File: config.mk
export PLATFORM = sky130hd
export DESIGN_NAME = wb_traffic_gen
export DESIGN_NICKNAME = d
export VERILOG_FILES = /design/src/rtl/wb_tg_pkg.sv /design/src/rtl/wb_tg_lfsr32.sv /design/src/rtl/wb_traffic_gen.sv
export SDC_FILE = /design/constraint.sdc
export NUM_CORES = 1
export LEC_CHECK = 0
export CAP_MARGIN = 20
export CORE_ASPECT_RATIO = 1.25
export CORE_UTILIZATION = 45
export DETAILED_ROUTE_END_ITERATION = 12
export GPL_TIMING_DRIVEN = 0
export PLACE_DENSITY = 0.71
export SYNTH_ARGS = -nofsm -noshare
export SYNTH_HDL_FRONTEND = slang
export SYNTH_SLANG_ARGS = --single-unit
File: constraint.sdc
create_clock -name wb_clk_i -period 4.2 [get_ports wb_clk_i]
set_clock_uncertainty 0.2 [all_clocks]
set_input_delay 0.84 -clock wb_clk_i [delete_from_list [all_inputs] [get_ports wb_clk_i]]
set_output_delay 0.84 -clock wb_clk_i [all_outputs]
set_load 0.005 [all_outputs]
File: src/rtl/wb_tg_pkg.sv
// Shared definitions for the Wishbone traffic generator.
//   wb_tg_state_e : sequencing FSM states
//   LFSR_POLY     : Galois feedback mask (right-shifting form)
//   LFSR_RESET    : LFSR value after reset, and the substitute for a zero seed
//   lfsr_next()   : one LFSR step, shared by the LFSR block and the draw logic
package wb_tg_pkg;

    typedef enum logic [2:0] {
        S_IDLE = 3'd0,
        S_LOAD = 3'd1,
        S_WR   = 3'd2,
        S_RD   = 3'd3,
        S_WAIT = 3'd4,
        S_GAP  = 3'd5,
        S_DONE = 3'd6
    } wb_tg_state_e;

    localparam logic [31:0] LFSR_POLY  = 32'h8020_0003;
    localparam logic [31:0] LFSR_RESET = 32'h0000_0001;

    // Right-shift Galois step: the bit leaving at position 0 decides
    // whether the feedback mask is applied.
    function automatic logic [31:0] lfsr_next(input logic [31:0] s);
        return s[0] ? ((s >> 1) ^ LFSR_POLY) : (s >> 1);
    endfunction

endpackage

File: src/rtl/wb_tg_lfsr32.sv
// 32-bit Galois LFSR holding the generator's random state.
// Ports:
//   clk_i   : clock
//   rst_i   : synchronous reset, active-high (state -> LFSR_RESET)
//   load_i  : load seed_i (zero seed is replaced by LFSR_RESET)
//   step_i  : consume one transaction's draws (address draw, then data draw)
//   seed_i  : seed value
//   value_o : current state; the next two steps are the pending draws
module wb_tg_lfsr32
    import wb_tg_pkg::*;
(
    input  logic        clk_i,
    input  logic        rst_i,
    input  logic        load_i,
    input  logic        step_i,
    input  logic [31:0] seed_i,
    output logic [31:0] value_o
);

    logic [31:0] lfsr_q;
    logic [31:0] lfsr_d;

    // A transaction takes two draws (address, data), so one step_i
    // advances the register by two single steps.
    always_comb begin
        lfsr_d = lfsr_q;
        if (load_i) begin
            lfsr_d = (seed_i == 32'h0) ? LFSR_RESET : seed_i;
        end else if (step_i) begin
            lfsr_d = lfsr_next(lfsr_next(lfsr_q));
        end
    end

    always_ff @(posedge clk_i) begin
        if (rst_i) begin
            lfsr_q <= LFSR_RESET;
        end else begin
            lfsr_q <= lfsr_d;
        end
    end

    assign value_o = lfsr_q;

endmodule

File: src/rtl/wb_traffic_gen.sv
// Wishbone classic master issuing NUM_TXN pseudo-random writes into a
// 2**WIN_LOG2-word window from address 0, optionally reading each one back
// and comparing. Every transfer has an ack timeout; err/timeout/mismatch
// events are tallied in saturating counters.
// Ports:
//   wb_clk_i, wb_rst_i        : clock, synchronous active-high reset
//   start_i, rdback_i, seed_i : run control, sampled when a start is accepted
//   wb_adr_o .. wb_stb_o      : Wishbone master outputs (all registered)
//   wb_dat_i, wb_ack_i, wb_err_i : Wishbone slave responses
//   busy_o, done_o            : run status
//   txn_cnt_o, err_cnt_o, tmo_cnt_o, mis_cnt_o : status counters
//
// state  | meaning
// -------+-------------------------------------------------------------
// IDLE   | after reset, waiting for start_i
// LOAD   | seed loaded, counters cleared, busy raised
// WR     | draw address/data, raise a write cycle on the next edge
// RD     | raise a read cycle of the address just written
// WAIT   | cycle open; wait for err/ack or timeout, then drop it
// GAP    | idle spacing between transactions
// DONE   | NUM_TXN transactions finished; done_o held, start_i restarts
module wb_traffic_gen
    import wb_tg_pkg::*;
#(
    parameter int DW       = 32,
    parameter int AW       = 10,
    parameter int WIN_LOG2 = 6,
    parameter int NUM_TXN  = 60,
    parameter int TIMEOUT  = 40,
    parameter int GAP      = 1,
    parameter int CW       = 16
) (
    input  logic            wb_clk_i,
    input  logic            wb_rst_i,
    input  logic            start_i,
    input  logic            rdback_i,
    input  logic [31:0]     seed_i,
    output logic [AW-1:0]   wb_adr_o,
    output logic [DW-1:0]   wb_dat_o,
    output logic [DW/8-1:0] wb_sel_o,
    output logic            wb_we_o,
    output logic            wb_cyc_o,
    output logic            wb_stb_o,
    input  logic [DW-1:0]   wb_dat_i,
    input  logic            wb_ack_i,
    input  logic            wb_err_i,
    output logic            busy_o,
    output logic            done_o,
    output logic [CW-1:0]   txn_cnt_o,
    output logic [CW-1:0]   err_cnt_o,
    output logic [CW-1:0]   tmo_cnt_o,
    output logic [CW-1:0]   mis_cnt_o
);

    localparam int SW = DW / 8;
    localparam int TW = $clog2(TIMEOUT + 1);
    localparam int GW = $clog2(GAP + 2);
    localparam int PW = $clog2(NUM_TXN + 1);

    localparam logic [TW-1:0] TMO_LOAD  = TW'(TIMEOUT - 1);
    localparam logic [GW-1:0] GAP_LOAD  = (GAP > 0) ? GW'(GAP - 1) : '0;
    localparam logic [PW-1:0] PAIR_ALL  = PW'(NUM_TXN);
    localparam logic [PW-1:0] PAIR_LAST = PW'(NUM_TXN - 1);

    wb_tg_state_e state_q, state_d;

    logic          cyc_q, cyc_d;
    logic          we_q, we_d;
    logic [AW-1:0] adr_q, adr_d;
    logic [DW-1:0] dat_q, dat_d;
    logic          busy_q, busy_d;
    logic          done_q, done_d;
    logic          rdback_q, rdback_d;
    logic [TW-1:0] tmo_q, tmo_d;
    logic [GW-1:0] gap_q, gap_d;
    logic [PW-1:0] pair_q, pair_d;
    logic [CW-1:0] txn_q, txn_d;
    logic [CW-1:0] errc_q, errc_d;
    logic [CW-1:0] tmoc_q, tmoc_d;
    logic [CW-1:0] misc_q, misc_d;

    logic [31:0] lfsr_val;
    logic [31:0] draw_a;
    logic [31:0] draw_d;
    logic        lfsr_step;
    logic        start_ok;
    logic        in_wait;
    logic        tmo_hit;
    logic        xfer_end;
    logic        go_read;
    logic        pair_end;
    logic        pair_last;

    function automatic logic [CW-1:0] sat_inc(input logic [CW-1:0] v);
        return (v == '1) ? v : v + 1'b1;
    endfunction

    // Write data is the data draw, repeated every 32 bits for wide buses.
    function automatic logic [DW-1:0] rep_data(input logic [31:0] d);
        logic [DW-1:0] r;
        r = '0;
        for (int i = 0; i < DW; i++) begin
            r[i] = d[i % 32];
        end
        return r;
    endfunction

    wb_tg_lfsr32 u_lfsr (
        .clk_i   (wb_clk_i),
        .rst_i   (wb_rst_i),
        .load_i  (start_ok),
        .step_i  (lfsr_step),
        .seed_i  (seed_i),
        .value_o (lfsr_val)
    );

    assign draw_a = lfsr_next(lfsr_val);
    assign draw_d = lfsr_next(draw_a);

    assign start_ok = start_i && ((state_q == S_IDLE) || (state_q == S_DONE));

    // Responses only count inside WAIT; err beats ack, and either beats
    // a timeout expiring in the same cycle.
    assign in_wait   = (state_q == S_WAIT);
    assign tmo_hit   = !wb_ack_i && !wb_err_i && (tmo_q == '0);
    assign xfer_end  = in_wait && (wb_ack_i || wb_err_i || (tmo_q == '0));
    assign go_read   = we_q && wb_ack_i && !wb_err_i && rdback_q;
    assign pair_end  = xfer_end && !go_read;
    assign pair_last = (pair_q == PAIR_LAST);

    always_ff @(posedge wb_clk_i) begin
        if (wb_rst_i) begin
            state_q <= S_IDLE;
        end else begin
            state_q <= state_d;
        end
    end

    always_comb begin
        state_d = state_q;
        unique case (state_q)
            S_IDLE, S_DONE: begin
                if (start_i) state_d = S_LOAD;
            end
            S_LOAD: state_d = S_WR;
            S_WR, S_RD: state_d = S_WAIT;
            S_WAIT: begin
                if (xfer_end) begin
                    if (go_read)        state_d = S_RD;
                    else if (GAP > 0)   state_d = S_GAP;
                    else if (pair_last) state_d = S_DONE;
                    else                state_d = S_WR;
                end
            end
            S_GAP: begin
                if (gap_q == '0) state_d = (pair_q == PAIR_ALL) ? S_DONE : S_WR;
            end
            default: state_d = S_IDLE;
        endcase
    end

    always_comb begin
        cyc_d     = cyc_q;
        we_d      = we_q;
        adr_d     = adr_q;
        dat_d     = dat_q;
        busy_d    = busy_q;
        done_d    = done_q;
        rdback_d  = rdback_q;
        tmo_d     = tmo_q;
        gap_d     = gap_q;
        pair_d    = pair_q;
        txn_d     = txn_q;
        errc_d    = errc_q;
        tmoc_d    = tmoc_q;
        misc_d    = misc_q;
        lfsr_step = 1'b0;

        if (start_ok) begin
            busy_d   = 1'b1;
            done_d   = 1'b0;
            rdback_d = rdback_i;
            pair_d   = '0;
            txn_d    = '0;
            errc_d   = '0;
            tmoc_d   = '0;
            misc_d   = '0;
        end

        unique case (state_q)
            S_WR: begin
                adr_d                 = '0;
                adr_d[WIN_LOG2-1:0]   = draw_a[WIN_LOG2-1:0];
                dat_d                 = rep_data(draw_d);
                we_d                  = 1'b1;
                cyc_d                 = 1'b1;
                tmo_d                 = TMO_LOAD;
                lfsr_step             = 1'b1;
            end
            S_RD: begin
                we_d  = 1'b0;
                cyc_d = 1'b1;
                tmo_d = TMO_LOAD;
            end
            S_WAIT: begin
                if (xfer_end) begin
                    cyc_d = 1'b0;
                    we_d  = 1'b0;
                    if (wb_err_i) begin
                        errc_d = sat_inc(errc_q);
                    end else if (wb_ack_i) begin
                        if (!we_q && (wb_dat_i != dat_q)) misc_d = sat_inc(misc_q);
                    end else if (tmo_hit) begin
                        tmoc_d = sat_inc(tmoc_q);
                    end
                    if (pair_end) begin
                        txn_d  = sat_inc(txn_q);
                        pair_d = pair_q + 1'b1;
                        gap_d  = GAP_LOAD;
                        if ((GAP == 0) && pair_last) begin
                            busy_d = 1'b0;
                            done_d = 1'b1;
                        end
                    end
                end else begin
                    tmo_d = tmo_q - 1'b1;
                end
            end
            S_GAP: begin
                if (gap_q == '0) begin
                    if (pair_q == PAIR_ALL) begin
                        busy_d = 1'b0;
                        done_d = 1'b1;
                    end
                end else begin
                    gap_d = gap_q - 1'b1;
                end
            end
            default: ;
        endcase
    end

    always_ff @(posedge wb_clk_i) begin
        if (wb_rst_i) begin
            cyc_q    <= 1'b0;
            we_q     <= 1'b0;
            adr_q    <= '0;
            dat_q    <= '0;
            busy_q   <= 1'b0;
            done_q   <= 1'b0;
            rdback_q <= 1'b0;
            tmo_q    <= '0;
            gap_q    <= '0;
            pair_q   <= '0;
            txn_q    <= '0;
            errc_q   <= '0;
            tmoc_q   <= '0;
            misc_q   <= '0;
        end else begin
            cyc_q    <= cyc_d;
            we_q     <= we_d;
            adr_q    <= adr_d;
            dat_q    <= dat_d;
            busy_q   <= busy_d;
            done_q   <= done_d;
            rdback_q <= rdback_d;
            tmo_q    <= tmo_d;
            gap_q    <= gap_d;
            pair_q   <= pair_d;
            txn_q    <= txn_d;
            errc_q   <= errc_d;
            tmoc_q   <= tmoc_d;
            misc_q   <= misc_d;
        end
    end

    assign wb_adr_o  = adr_q;
    assign wb_dat_o  = dat_q;
    assign wb_sel_o  = {SW{cyc_q}};
    assign wb_we_o   = we_q;
    assign wb_cyc_o  = cyc_q;
    assign wb_stb_o  = cyc_q;
    assign busy_o    = busy_q;
    assign done_o    = done_q;
    assign txn_cnt_o = txn_q;
    assign err_cnt_o = errc_q;
    assign tmo_cnt_o = tmoc_q;
    assign mis_cnt_o = misc_q;

endmodule

==> results.toml, run 1 <==
[global_routing]
grt_overflow_total = 0
met2_usage_pct = 47.3
grt_usage_pct = 27.9
antenna_found_initial = 0
met3_usage_pct = 4.53
met1_usage_pct = 35.1
grt_pass1_vias = 7132
grt_max_degree = 17
grt_pass1_wl_mm = 37.8
grt-busiest-layer = "met2"

[routing]
viasPerCell = 5.69
drc = 0
vias = 7745
drt-total-wl_mm = 24.1
drt_iter0_drc = 649
drt-pass1-iter-count = 5
routedWlPerCell_um = 17.7
drtAntennaViolNets = 0

[sta]
fin_tns_setup_ns = 0
slew_viol_final = 0
grt_setup_unrepaired = "no"
fin_crit_ns = 3.37
hold_viol_final = 0
setup_viol = 0
tightest_slew_ns = 1.17
fmax_mhz = 296
relSlewSlack_pct = 21.3
post-route-period-util_pct = 80.3

[power_and_ir_drop]
power_frac_seq_pct = 42.1
peakVddDrop_uv = 264
switching_share_pct = 25.1
clkPwrFrac_pct = 44.2
p_int_w = 0.00276
switching_power_w = 0.000925
combPwrFrac_pct = 13.8
power_density_nw_per_um2 = 362
power_leakage_nw = 3.46

[critical_path]
cp.arrival_ns = 3.51
start_kind = "input pin"
reg2reg_slack_ns = 1.23
path_cells = "clkdlybuf4s50_1, xnor2_1, nand4_1, nor4_1, a21boi_2, buf_6, mux2i_1, a211oi_1"
critPathSlowestCell = "nor4_1"
r2r_start = "tmo_q[0]"
worst-path-buf-inv = 2
cp_top_family = "simple AND/OR/NAND/NOR gates"
max_stage_delay_ns = 0.96
path_max_fanout = 10
crit_path_end_kind = "flop"
worst-setup-path-type = "input pin to flop"
required_ns = 4.34
timing.rr.end = "txn_cnt_o[4]"
r2r_cells = 9

[logic_synthesis]
syn_inst = 935
ys_seq_area_share_pct = 40.6
synth_area_per_cell_sq_um = 8.01
yosysWarnings = 0
synth_area_sq_um = 7490
synth_cell_types = 64
synthFlopType = "dfxtp_1"
synth_edf_count = 0
synth_seq_cells = 152
synthArstFlopShare_pct = 0

[placement]
placed_cells = 1332
io_buffers = 178
gp_congestion = 0.901
place_hpwl_mm = 17.7

[cts]
cts_resized = 0
htreeDepth = 4
clk_pin_slew_ns = 0.06
cts_hold_buffers = 0
insertion_delay_ns = 0.43
cts.sink_count = 152
cts_setup_buffers = 0
clk_path_buf_depth = 2
clockRootBuffer = "clkbuf_16"
cts_buffers = 17
cts_tree = "done"

[final_layout]
instances_no_fill = 1361
area_growth_pct = 35.9
drive_gt1_share_pct = 6.46
nets = 1214
diodes = 0

[floorplanning]
fp.dieH_um = 146
io-pin-count = 185
dieArea_sq_um = 17200
start_util_pct = 46.0
coreArea_sq_um = 16300
rows = 52
die_width_um = 117

[worst_hold_path]
whs_path_depth = 2
min_path_type = "flop to flop"
whs_endpoint = "done_o"
hold_path.startpoint = "done_o"

[outcome]
status = "complete, no violations"

[flow_run]
cap_violations = 0
[area by class of cell]
type | instances | area, sq um
clock inverters | 8 | 145
multi-input cells | 696 | 4030
clock buffers | 21 | 480
flip-flops and latches | 152 | 3040
repair buffers | 178 | 1780
inverters | 17 | 63.8
plain buffers | 73 | 360
well taps | 216 | 270
fillers | 1461 | 6090
[through the flow]
| step | hold WS [ns] | instance area, sq um | power (W) | worst slack, ns | util, % |
|---|---|---|---|---|---|
| 5_1_grt | 0.285 | 10200 | 0.00381 | 0.753 | 62.6 |
| 3_3_place_gp | 0.243 | 9550 | 0.00207 | 0.466 | 58.7 |
| 4_1_cts | 0.263 | 10200 | 0.00369 | 0.885 | 62.6 |
| 3_5_place_dp | 0.251 | 9550 | 0.00208 | 0.479 | 58.7 |
| 6_report | 0.260 | 10200 | 0.00369 | 0.827 | 62.6 |
| 2_1_floorplan | 0.237 | 7500 | 0.00185 | 1.68 | - |
[synth_stat cells, drive strengths merged (3+ instances only)]
| library cell | n | area, sq um |
|---|---|---|
| a211oi | 16 | 120 |
| a21oi | 86 | 438 |
| a311oi | 31 | 272 |
| a31oi | 15 | 93.8 |
| a41oi | 4 | 35.0 |
| and2 | 8 | 50.1 |
| and3 | 17 | 106 |
| and4 | 6 | 52.6 |
| buf | 29 | 195 |
| clkbuf | 44 | 165 |
| dfxtp | 152 | 3040 |
| ha | 9 | 113 |
| inv | 16 | 60.1 |
| mux2i | 4 | 40.0 |
| nand2 | 149 | 559 |
| nand3 | 36 | 180 |
| nand3b | 5 | 37.5 |
| nand4 | 27 | 181 |
| nor2 | 87 | 332 |
| nor2b | 4 | 25.0 |
| nor3 | 33 | 180 |
| nor3b | 3 | 22.5 |
| nor4 | 14 | 93.8 |
| o211ai | 6 | 45.0 |
| o21ai | 29 | 145 |
| o31a | 4 | 35.0 |
| or2 | 3 | 18.8 |
| or3 | 6 | 37.5 |
| or4 | 4 | 33.8 |
| xnor2 | 45 | 394 |
| xor2 | 14 | 123 |
[metal layers]
layer / up-vias / wire length [um]
met5: - / 0
met4: 0 / 662
met3: 46 / 1240
met2: 277 / 11900
met1: 3696 / 10300
li1: 3726 / -
[power by group through the flow]
stage	Clock [W]	Combinational (W)	Sequential [W]
detailed placement	0	0.000498	0.00158
CTS	0.00164	0.000502	0.00155
global route	0.00171	0.000548	0.00156
floorplan	0	0.000281	0.00157
finish	0.00163	0.000507	0.00155
global placement	0	0.000494	0.00158
[flip-flops by register name, indices dropped and copies added (netlist names), 6 cells and up]
signal and count:
wb_dat_o 31, u_lfsr.value_o 32, txn_cnt_o 16, mis_cnt_o 16
tmo_cnt_o 16, err_cnt_o 16, tmo_q 6, pair_q 6
[tightest hold or removal path, stage by stage (launching register included)]
cell	delay [ns]
dfxtp_1	0.31
nand2_1	0.05
a21oi_1	0.05
[cell usage in the layout (no fill, tap or decap), types with 14 or more instances in the layout]
cell,count
a31oi_1,15
a311oi_1,31
inv_1,16
dfxtp_1,152
nand4_1,25
clkbuf_16,17
xor2_1,14
o21ai_0,29
nand2_1,149
a21oi_1,84
clkdlybuf4s50_1,178
nor2_1,85
nand3_1,36
buf_4,14
nor3_1,30
xnor2_1,45
a211oi_1,16
clkbuf_1,44
and3_1,17
[worst max path at each step]
stage,from,endpoint,slack (ns),cells past startpoint
after CTS,wb_dat_i[6],mis_cnt_o[0],0.89,8
after floorplan,wb_dat_i[4],mis_cnt_o[2],1.68,7
final,wb_dat_i[3],mis_cnt_o[0],0.83,8
after detailed placement,wb_dat_i[6],mis_cnt_o[0],0.48,8
after global placement,wb_dat_i[6],mis_cnt_o[0],0.47,8
after global routing,wb_dat_i[3],mis_cnt_o[0],0.75,8
[kinds of logic after synthesis]
| family | after synthesis | synth area share [%] |
|---|---|---|
| buffers and inverters | 90 | 5.66 |
| multiplexers | 6 | 0.835 |
| AND/OR/NAND/NOR | 407 | 26.0 |
| flip-flops | 152 | 40.6 |
| AO/OA/AOI/OAI | 211 | 18.4 |
| adder cells (fa/ha/maj) | 9 | 1.50 |
| other | 1 | 0.0501 |
| XOR/XNOR | 59 | 6.90 |
Note: power is estimated with default switching activity, not from simulation.
==> inputs of run 2 (changes only) <==
Clock period 4.2 ns to 3.27 ns, I/O delays scaled along.
==> results of run 2 <==
The final DEF is identical to that of run 1. Status: complete, no violations.
Among the figures that moved: setup slack after placement 0.479 ns -> -0.265 ns; setup slack after layout 0.827 ns -> 0.0826 ns; register-to-register setup slack 1.23 ns -> 0.30 ns; total power 0.00369 W -> 0.00474 W; worst IR drop on VDD 264 uV -> 339 uV
==> inputs of run 3 (changes only) <==
Settings changed: CAP_MARGIN 20 to 0.
==> results of run 3 <==
The final DEF is identical to that of run 1. Status: complete, no violations.
Among the figures that moved: setup slack after placement 0.479 ns -> -0.265 ns; setup slack after layout 0.827 ns -> 0.0826 ns; register-to-register setup slack 1.23 ns -> 0.30 ns; total power 0.00369 W -> 0.00474 W; worst IR drop on VDD 264 uV -> 339 uV
